**src/rtl/spi_pkg.sv**
```systemverilog
// Shared types and constants for the SPI slave register interface.
package spi_pkg;

    typedef enum logic [1:0] {
        IDLE    = 2'd0,
        ADDR    = 2'd1,
        DATA    = 2'd2,
        WAIT_SS = 2'd3
    } state_t;

    localparam int SPI_ADDR_W     = 8;
    localparam int SPI_DATA_W     = 8;
    localparam int SPI_FRAME_BITS = 16;
    localparam int SPI_RW_BIT     = 7;

    // Bits are captured on the rising SCLK edge when CPOL and CPHA agree.
    function automatic logic sample_on_rise(input logic cpol, input logic cpha);
        return (cpol ^ cpha) == 1'b0;
    endfunction

endpackage

```
**src/rtl/spi_sync_edge.sv**
```systemverilog
// Multi-flop synchronizer for one asynchronous input, with single-cycle
// rise/fall pulses derived from the synchronized level.
module spi_sync_edge #(
    parameter int SYNC_STAGES = 2
) (
    input  logic clk,
    input  logic rst,
    input  logic i_d,
    output logic o_level,
    output logic o_rise,
    output logic o_fall
);

    logic [SYNC_STAGES-1:0] r_sync;
    logic                   r_prev;

    always_ff @(posedge clk or posedge rst) begin
        if (rst) begin
            r_sync <= '0;
            r_prev <= 1'b0;
        end else begin
            r_sync <= {r_sync[SYNC_STAGES-2:0], i_d};
            r_prev <= r_sync[SYNC_STAGES-1];
        end
    end

    assign o_level = r_sync[SYNC_STAGES-1];
    assign o_rise  = r_sync[SYNC_STAGES-1] & ~r_prev;
    assign o_fall  = ~r_sync[SYNC_STAGES-1] & r_prev;

endmodule

```
**src/rtl/spi_slave_regif.sv**
```systemverilog
// Oversampling SPI slave: decodes 16-bit address/data frames into single-cycle
// register-file read and write strobes and returns read data on MISO.
module spi_slave_regif
    import spi_pkg::*;
#(
    parameter bit CPOL        = 1'b0,
    parameter bit CPHA        = 1'b0,
    parameter int SYNC_STAGES = 2
) (
    input  logic                  clk,
    input  logic                  rst,
    input  logic                  spi_sclk,
    input  logic                  spi_ss_n,
    input  logic                  spi_mosi,
    output logic                  spi_miso,
    output logic                  spi_miso_oe,
    output logic [6:0]            reg_addr,
    output logic [SPI_DATA_W-1:0] reg_wdata,
    output logic                  reg_wr_en,
    output logic                  reg_rd_en,
    input  logic [SPI_DATA_W-1:0] reg_rdata,
    output logic                  frame_err,
    output logic                  busy
);

    localparam bit SAMPLE_RISE = sample_on_rise(CPOL, CPHA);

    logic w_sclk_rise;
    logic w_sclk_fall;
    logic w_unused_sclk_lvl;
    logic w_ss_rise;
    logic w_ss_fall;
    logic w_unused_ss_lvl;
    logic w_mosi;
    logic w_unused_mosi_rise;
    logic w_unused_mosi_fall;

    spi_sync_edge #(.SYNC_STAGES(SYNC_STAGES)) u_sync_sclk (
        .clk     (clk),
        .rst     (rst),
        .i_d     (spi_sclk),
        .o_level (w_unused_sclk_lvl),
        .o_rise  (w_sclk_rise),
        .o_fall  (w_sclk_fall)
    );

    spi_sync_edge #(.SYNC_STAGES(SYNC_STAGES)) u_sync_ss (
        .clk     (clk),
        .rst     (rst),
        .i_d     (spi_ss_n),
        .o_level (w_unused_ss_lvl),
        .o_rise  (w_ss_rise),
        .o_fall  (w_ss_fall)
    );

    spi_sync_edge #(.SYNC_STAGES(SYNC_STAGES)) u_sync_mosi (
        .clk     (clk),
        .rst     (rst),
        .i_d     (spi_mosi),
        .o_level (w_mosi),
        .o_rise  (w_unused_mosi_rise),
        .o_fall  (w_unused_mosi_fall)
    );

    logic w_sample;
    logic w_shift;

    assign w_sample = SAMPLE_RISE ? w_sclk_rise : w_sclk_fall;
    assign w_shift  = SAMPLE_RISE ? w_sclk_fall : w_sclk_rise;

    state_t                r_state;
    state_t                w_next_state;
    logic [4:0]            r_bit_cnt;
    logic [SPI_DATA_W-2:0] r_rx_sr;
    logic [SPI_DATA_W-1:0] w_rx_next;
    logic [SPI_DATA_W-1:0] r_tx_sr;
    logic [6:0]            r_addr;
    logic [SPI_DATA_W-1:0] r_wdata;
    logic                  r_rw;
    logic                  r_rd_en;
    logic                  r_rd_dly;
    logic                  r_wr_pend;
    logic                  r_wr_en;
    logic                  r_oe;
    logic                  r_skip_shift;
    logic                  r_frame_err;
    logic                  w_in_frame;
    logic                  w_bit_take;
    logic                  w_last_addr_bit;
    logic                  w_last_data_bit;
    logic                  w_abort;
    logic                  w_busy;
    logic                  w_miso;

    // SS rising in the same cycle as a sample edge discards that bit.
    assign w_in_frame      = (r_state == ADDR) || (r_state == DATA);
    assign w_bit_take      = w_in_frame && w_sample && !w_ss_rise;
    assign w_rx_next       = {r_rx_sr, w_mosi};
    assign w_last_addr_bit = w_bit_take && (r_state == ADDR) &&
                             (r_bit_cnt == 5'(SPI_ADDR_W - 1));
    assign w_last_data_bit = w_bit_take && (r_state == DATA) &&
                             (r_bit_cnt == 5'(SPI_FRAME_BITS - 1));
    assign w_abort         = w_in_frame && w_ss_rise;

    always_ff @(posedge clk or posedge rst) begin
        if (rst) begin
            r_state <= IDLE;
        end else begin
            r_state <= w_next_state;
        end
    end

    always_comb begin
        w_next_state = r_state;
        case (r_state)
            IDLE: begin
                if (w_ss_fall) w_next_state = ADDR;
            end
            ADDR: begin
                if (w_ss_rise)            w_next_state = IDLE;
                else if (w_last_addr_bit) w_next_state = DATA;
            end
            DATA: begin
                if (w_ss_rise)            w_next_state = IDLE;
                else if (w_last_data_bit) w_next_state = WAIT_SS;
            end
            WAIT_SS: begin
                if (w_ss_rise) w_next_state = IDLE;
            end
            default: w_next_state = IDLE;
        endcase
    end

    always_comb begin
        w_busy = (r_state != IDLE);
        w_miso = r_oe & r_tx_sr[SPI_DATA_W-1];
    end

    always_ff @(posedge clk or posedge rst) begin
        if (rst) begin
            r_bit_cnt    <= '0;
            r_rx_sr      <= '0;
            r_tx_sr      <= '0;
            r_addr       <= '0;
            r_wdata      <= '0;
            r_rw         <= 1'b0;
            r_rd_en      <= 1'b0;
            r_rd_dly     <= 1'b0;
            r_wr_pend    <= 1'b0;
            r_wr_en      <= 1'b0;
            r_oe         <= 1'b0;
            r_skip_shift <= 1'b0;
            r_frame_err  <= 1'b0;
        end else begin
            r_rd_en     <= 1'b0;
            r_rd_dly    <= r_rd_en;
            r_wr_pend   <= 1'b0;
            r_wr_en     <= r_wr_pend;
            r_frame_err <= w_abort;

            if (r_state == IDLE && w_ss_fall) begin
                r_bit_cnt <= '0;
                r_rx_sr   <= '0;
            end else if (w_bit_take) begin
                r_rx_sr   <= w_rx_next[SPI_DATA_W-2:0];
                r_bit_cnt <= r_bit_cnt + 5'd1;
            end

            if (w_last_addr_bit) begin
                r_addr       <= w_rx_next[6:0];
                r_rw         <= w_rx_next[SPI_RW_BIT];
                r_rd_en      <= w_rx_next[SPI_RW_BIT];
                r_skip_shift <= 1'b1;
            end

            // The write strobe is held back one cycle after the last bit lands.
            if (w_last_data_bit && !r_rw) begin
                r_wdata   <= w_rx_next;
                r_wr_pend <= 1'b1;
            end

            // Read data arrives the cycle after the read strobe; it only
            // reaches MISO if the frame is still alive.
            if (r_rd_dly && r_state == DATA) begin
                r_tx_sr <= reg_rdata;
                r_oe    <= 1'b1;
            end else if (r_state == DATA && w_shift && !w_ss_rise) begin
                if (r_skip_shift) r_skip_shift <= 1'b0;
                else              r_tx_sr      <= {r_tx_sr[SPI_DATA_W-2:0], 1'b0};
            end

            if (w_ss_rise && r_state != IDLE) begin
                r_oe <= 1'b0;
            end
        end
    end

    assign spi_miso    = w_miso;
    assign spi_miso_oe = r_oe;
    assign busy        = w_busy;
    assign reg_addr    = r_addr;
    assign reg_wdata   = r_wdata;
    assign reg_wr_en   = r_wr_en;
    assign reg_rd_en   = r_rd_en;
    assign frame_err   = r_frame_err;

endmodule

```
**config.mk**
```make
export PLATFORM = sky130hd
export DESIGN_NAME = spi_slave_regif
export DESIGN_NICKNAME = d
export VERILOG_FILES = /design/src/rtl/spi_pkg.sv /design/src/rtl/spi_sync_edge.sv /design/src/rtl/spi_slave_regif.sv
export SDC_FILE = /design/constraint.sdc
export NUM_CORES = 1
export LEC_CHECK = 0
export ABC_AREA = 1
export BUFFER_PORTS_ARGS = -buffer_cell sky130_fd_sc_hd__buf_2
export CELL_PAD_IN_SITES_DETAIL_PLACEMENT = 1
export CELL_PAD_IN_SITES_GLOBAL_PLACEMENT = 1
export CORE_MARGIN = 2
export CORE_UTILIZATION = 39
export DETAILED_ROUTE_END_ITERATION = 10
export PLACE_DENSITY = 0.77
export SLEW_MARGIN = 25
export SYNTH_ARGS = -nofsm -noshare
export SYNTH_HDL_FRONTEND = slang
export SYNTH_SLANG_ARGS = --single-unit
```
**constraint.sdc**
```tcl
create_clock -name clk -period 1.5 [get_ports clk]
set_clock_uncertainty 0.1 [all_clocks]
set_input_delay 0.15 -clock clk [delete_from_list [all_inputs] [get_ports clk]]
set_output_delay 0.15 -clock clk [all_outputs]
set_load 0.03 [all_outputs]
```
## Yosys cells after proc, flatten, opt, wreduce, memory -nomap -nowiden

Cells that the tools add are included.

| word-level totals | value |
|---|---|
| input bits | 13 |
| bits in writable memories | 0 |
| logic and storage cells | 84 |
| register bits | 53 |
| memories kept | 0 |
| ROM bits | 0 |
| bits in latches | 0 |
| output and inout port bits | 21 |

| operators by class | value |
|---|---|
| $mul | 0 |
| shift operators | 0 |
| div/mod/pow operators | 0 |
| reductions and logical operators | 23 |
| equality and inequality tests | 10 |
| bitwise logic cells | 9 |
| $lt $le $gt $ge | 0 |
| add/subtract/negate cells | 1 |
| muxes and demuxes | 22 |

Operators with widths:

| operator | number |
|---|---|
| 2-to-1 mux 8 bit | 3 |
| 2-to-1 mux 7 bit | 2 |
| logical AND 1 bit | 13 |
| 2-to-1 mux 2 bit | 6 |
| 2-to-1 mux 5 bit | 2 |
| 2-to-1 mux 1 bit | 8 |
| case mux 2 bit (4 select lines) | 1 |
| nonzero test 2 bit | 4 |
| inequality test 3 bit, second input constant | 2 |
| adder 5 x 1 -> 5 bit, second input constant | 1 |
| AND 1 bit | 5 |
| == test 5 x 3 -> 1 bit, second input constant | 1 |
| == test 5 x 4 -> 1 bit, second input constant | 1 |
| == test 2 bit, second input constant | 2 |
| inequality test 2 bit, second input constant | 2 |
| NOT 1 bit | 4 |
| AND reduction 4 bit | 1 |
| == test 2 x 1 -> 1 bit, second input constant | 1 |
| logical NOT 1 bit | 2 |
| logical NOT 2 bit | 1 |
| inequality test 2 x 1 -> 1 bit, second input constant | 1 |
| AND reduction 2 bit | 1 |
| logical OR 1 bit | 1 |

## Longest topological paths before layout

| logic depth | value |
|---|---|
| depth in word-level cells | 10 |
| mapped depth | 9 |
| depth with buffers taken out | 9 |

## Cells and area by module

A second synthesis with hierarchy kept.

| unflattened totals | value |
|---|---|
| cell total of the unflattened synthesis | 236 |
| area total of the unflattened synthesis | 2,273.4 um^2 |

Modules (own cells, without submodules):

| module | area each (um^2) | cells each | instances | sequential area each (um^2) |
|---|---|---|---|---|
| spi_slave_regif | 1,991.9 | 212 | 1 | 1,126.1 |
| spi_sync_edge | 93.8 | 8 | 3 | 75.1 |

## Worst setup path before layout

OpenSTA, ideal clock, no wires.

| timing | value |
|---|---|
| kind | register -> register |
| from | reg r_state[0] |
| to | reg r_wdata[0], in the netlist reg_wdata[0] |
| slack | -0.152 ns |
| stages on the path, launching flop included | 9 |
| path buffers | 1 |
| arrival | 1.435 ns |
| data required time | 1.282 ns |
| library setup time | 0.118 ns |
| cells stage by stage | dfrtp_1 -> inv_1 -> ha_1 -> nand3_1 -> nor2_4 -> nand3_4 -> buf_6 -> nand2_2 -> o21ai_2 |

| on the way | value |
|---|---|
| word-level cells in the longest chain between the ends | 7 |
| elaborated cells between the ends (all ways) | 8 |

Ends and longest elaborated chain:

| item | line | RTL |
|---|---|---|
| start: declaration | spi_slave_regif.sv:71 | `state_t r_state;` |
| start signal: assignment | spi_slave_regif.sv:109 | `r_state <= w_next_state;` |
| == test 2 x 1 -> 1 bit or == test 2 bit (tied branches) | spi_slave_regif.sv:96, spi_slave_regif.sv:101 |  |
| logical OR 1 bit | spi_slave_regif.sv:96 | `assign w_in_frame = (r_state == ADDR) \|\| (r_state == DATA);` |
| logical AND 1 bit (2 in series) | spi_slave_regif.sv:97 | `assign w_bit_take = w_in_frame && w_sample && !w_ss_rise;` |
| logical AND 1 bit (*) (2 in series) | spi_slave_regif.sv:101 | `assign w_last_data_bit = w_bit_take && (r_state == DATA) &&` |
| logical AND 1 bit (*) | spi_slave_regif.sv:177 | `if (w_last_data_bit && !r_rw) begin` |
| end signal: assignment | spi_slave_regif.sv:178 | `r_wdata <= w_rx_next;` |
| end: declaration | spi_slave_regif.sv:78 | `logic [SPI_DATA_W-1:0] r_wdata;` |

Every way passes the cells marked *; elsewhere a longest branch is shown, timed or not.
A chain may end at the register's enable or synchronous reset.

## Worst setup path in the final report

| timing | value |
|---|---|
| from | reg r_state[1] |
| to | reg r_bit_cnt[2] |

| on the way | value |
|---|---|
| word-level cells in the longest chain between the ends | 5 |
| elaborated cells between the ends (all ways) | 9 |

Ends and longest elaborated chain:

| item | line | RTL |
|---|---|---|
| == test 2 x 1 -> 1 bit or == test 2 bit (tied branches) | spi_slave_regif.sv:96 |  |
| logical OR 1 bit | spi_slave_regif.sv:96 |  |
| logical AND 1 bit (2 in series) | spi_slave_regif.sv:97 |  |
| nonzero test 2 bit (no line) | n/a |  |
| end signal: assignment | spi_slave_regif.sv:166 | `r_bit_cnt <= r_bit_cnt + 5'd1;` |
| end: declaration | spi_slave_regif.sv:73 | `logic [4:0] r_bit_cnt;` |

Parallel ways exist; a longest one is shown, timed or not.

==> results.txt <==
Die span in y - 80.9 µm
H-tree depth - 2
Least-Margin Pin Slew - 0.350 ns
Yosys cell types - 24
Vias - 1895
Share of the cycle needed by the critical path after routing - 1.14
Post-DP Area - 0.00271 mm²
Mapped Area - 0.00230 mm²
VDD IR max - 0.508 mV
Layout cells sized above 1 - 0.371
Hold Path Cell Cnt - 3
HP Class - primary input to flop
Worst Path Required - 1.64 ns
Die area - 0.00654 mm²
P_sw - 1430 µW
Most frequent cells in the layout - 60 x nand2_1, 53 x dfrtp_1, 32 x buf_2
Min Clock Period, post-route - 1.71 ns
Area of the multi-input gates - 948 µm²
Post-Route WL - 5.91 mm
Clock Sinks - 53
Int Power - 2560 µW
Yosys warnings - 0
Final WS setup - -0.209 ns
Type of origin of the critical path - flop
Drt first pass iters - 4
CTS Root Cell - clkbuf_8
Post-synth top area cell - dfrtp_1
Final Net Count - 328
Switching part of the total - 0.359
CTS tree - done
Most common cell after layout, fill and taps aside - nand2_1
Avg WL per Cell - 15.5 µm
Initial Util - 0.411
CTS Buffer Depth - 2
Power share of the clock group - 0.219
ANT cells - 0
Vias in the first global route - 2000
Sequential power share - 0.445
Pin count of the biggest net entering global routing - 54
Crit. End Element - flop
Layout area overhead - 33.9%
Syn_area_per_cell - 9.48 µm²
Placer Congestion - 0.767
Total core area - 0.00561 mm²
Post-route ant nets - 0
Cell area after layout - 0.00308 mm²
RSZ-0062 raised after global routing - yes
Final Hold Violating Endpoints - 0
Initial antenna violation count - 0
Rel. slew slack - 0.766
Failing checks - negative setup slack
Tot Pwr - 3990 µW
Comb pwr share - 0.336
Max-cap violations - 0
Max-slew violation count - 0
Fill count - 646
Status - complete, but fails checks
Final routed DRC violation total - 0
P_leak - 0.00157 µW
Crit path kind - flop to flop
DR vias/cell - 4.96
DP HPWL - 3.54 mm
Register area share after synthesis - 0.576
Worst slack, placed - -0.198 ns
First-pass GRT wire length - 9.64 mm
IO Count - 34
Core Util, Final - 0.550
Final setup vio count - 40
Reg area - 0.00133 mm²
Gate count of the mapped netlist - 243
Starting DRT DRC Count - 100
Yosys top cell area share - 0.576
Crit-path max FO - 6
Power Dens Cells - 1290 mW/mm²
Number of buffers created by CTS - 5
Clock-pin slew on the worst setup and hold paths - 0.10 ns
Die width - 80.9 µm
Later-pin clock latency in the skew report - 0.32 ns
R2r worst-path depth - 10
Worst path arrival time - 1.85 ns
Achievable Freq - 585 MHz
# rows - 27
GRT Residual Overflow - 0
# port buffers - 33
FF+latch count, synth - 53
Total GRT Usage - 0.195
Dominant cells by area after synthesis - dfrtp_1 58%, nand2_1 11%, inv_1 5.5%
Syn_nets - 262
worst paths after layout:
kind | endpoint | slack (ns) | startpoint
hold / removal | r_tx_sr[7]$_DFFE_PP0P_ | 0.07 | reg_rdata[7]
setup reg to reg | r_bit_cnt[2]$_DFFE_PP0P_ | -0.21 | r_state[1]$_DFFE_PP0P_
max in group asynchronous | u_sync_ss.r_prev$_DFF_PP0_ | 0.71 | rst
hold reg to reg | u_sync_sclk.r_sync[1]$_DFF_PP0_ | 0.25 | u_sync_sclk.r_sync[0]$_DFF_PP0_
min in group asynchronous | reg_wr_en$_DFF_PP0_ | 0.33 | rst
setup / recovery | r_bit_cnt[2]$_DFFE_PP0P_ | -0.21 | r_state[1]$_DFFE_PP0P_
cells by family (layout without fill, tap and decap cells):
kind of cell    Yosys count  count (layout)  synth area share
compound gates           43              43             0.119
fa+ha+maj                 6               6            0.0326
buf+inv                  42             107            0.0777
flops                    53              53             0.576
mux                       1               1           0.00435
simple gates             98             100             0.191
synth_stat cells, drive strengths merged:
master / count
nand2: 69
dfrtp: 53
inv: 37
o21ai: 37
nor2: 13
nand3: 12
ha: 6
buf: 5
a21oi: 3
nand4: 3
a31oi: 1
a32oi: 1
mux2i: 1
nor3: 1
o22ai: 1
registers in the layout (all words and copies together), names as in the netlist:
name / flops
r_wr_pend: 1
r_rd_dly: 1
spi_miso_oe: 1
u_sync_ss.r_prev: 1
u_sync_sclk.r_prev: 1
u_sync_ss.r_sync: 2
reg_wdata: 8
u_sync_sclk.r_sync: 2
r_bit_cnt: 5
r_rx_sr: 7
r_rw: 1
reg_addr: 7
r_tx_sr: 8
frame_err: 1
reg_wr_en: 1
reg_rd_en: 1
r_skip_shift: 1
r_state: 2
u_sync_mosi.r_sync: 2
stage by stage:
stage | hold WS, ns | setup TNS, ns | instances
floorplan | 0.0814 | -1.25 | 243
detailed placement | 0.159 | -4.19 | 357
global placement | 0.144 | -2.60 | 357
finish | 0.0651 | -3.90 | 382
global route | 0.0805 | -6.95 | 382
CTS | 0.0692 | -1.56 | 380
worst max-delay path: stages (launching register included):
cell,delay [ns]
dfrtp_1,0.40
inv_2,0.07
ha_4,0.28
nand3_4,0.07
nor2_4,0.13
buf_6,0.12
buf_12,0.11
inv_4,0.05
nand2_4,0.09
nand2_1,0.06
a21oi_1,0.16
power groups by stage:
stage                     Sequential [µW]  Combinational, µW  Clock, µW
final                                1770               1340        874
after global routing                 1800               1490        957
after CTS                            1770               1270        893
after detailed placement             1790               1090          0
after global placement               1780               1040          0
after floorplan                      1790                713          0
layout make-up:
type	instances	share of cell area
sequential	53	0.430
multi-input combinational	150	0.308
timing repair buffer	62	0.153
inverter	37	0.0487
tap	72	0.0292
clock buffer	5	0.0223
clock inverter	3	0.00933
repair_timing:
item | in CTS | in global routing
resized for setup | 31 | 14
buffers inserted | 8 | 2
endpoints found under the setup margin | 41 | 42
gates cloned | 2 | 0
pin swaps | 4 | 7
hold buffers | 5 | 0
endpoints found under the hold margin | 57 | 0
layer usage:
| metal | up-vias | global-route usage | part of all wire |
|---|---|---|---|
| met5 | - | 0 | 0 |
| met4 | 0 | 0.0508 | 0.014 |
| met3 | 7 | 0.0378 | 0.031 |
| met2 | 34 | 0.355 | 0.52 |
| met1 | 949 | 0.234 | 0.44 |
| li1 | 905 | - | - |
No activity file was read; power rests on OpenSTA's default activity.
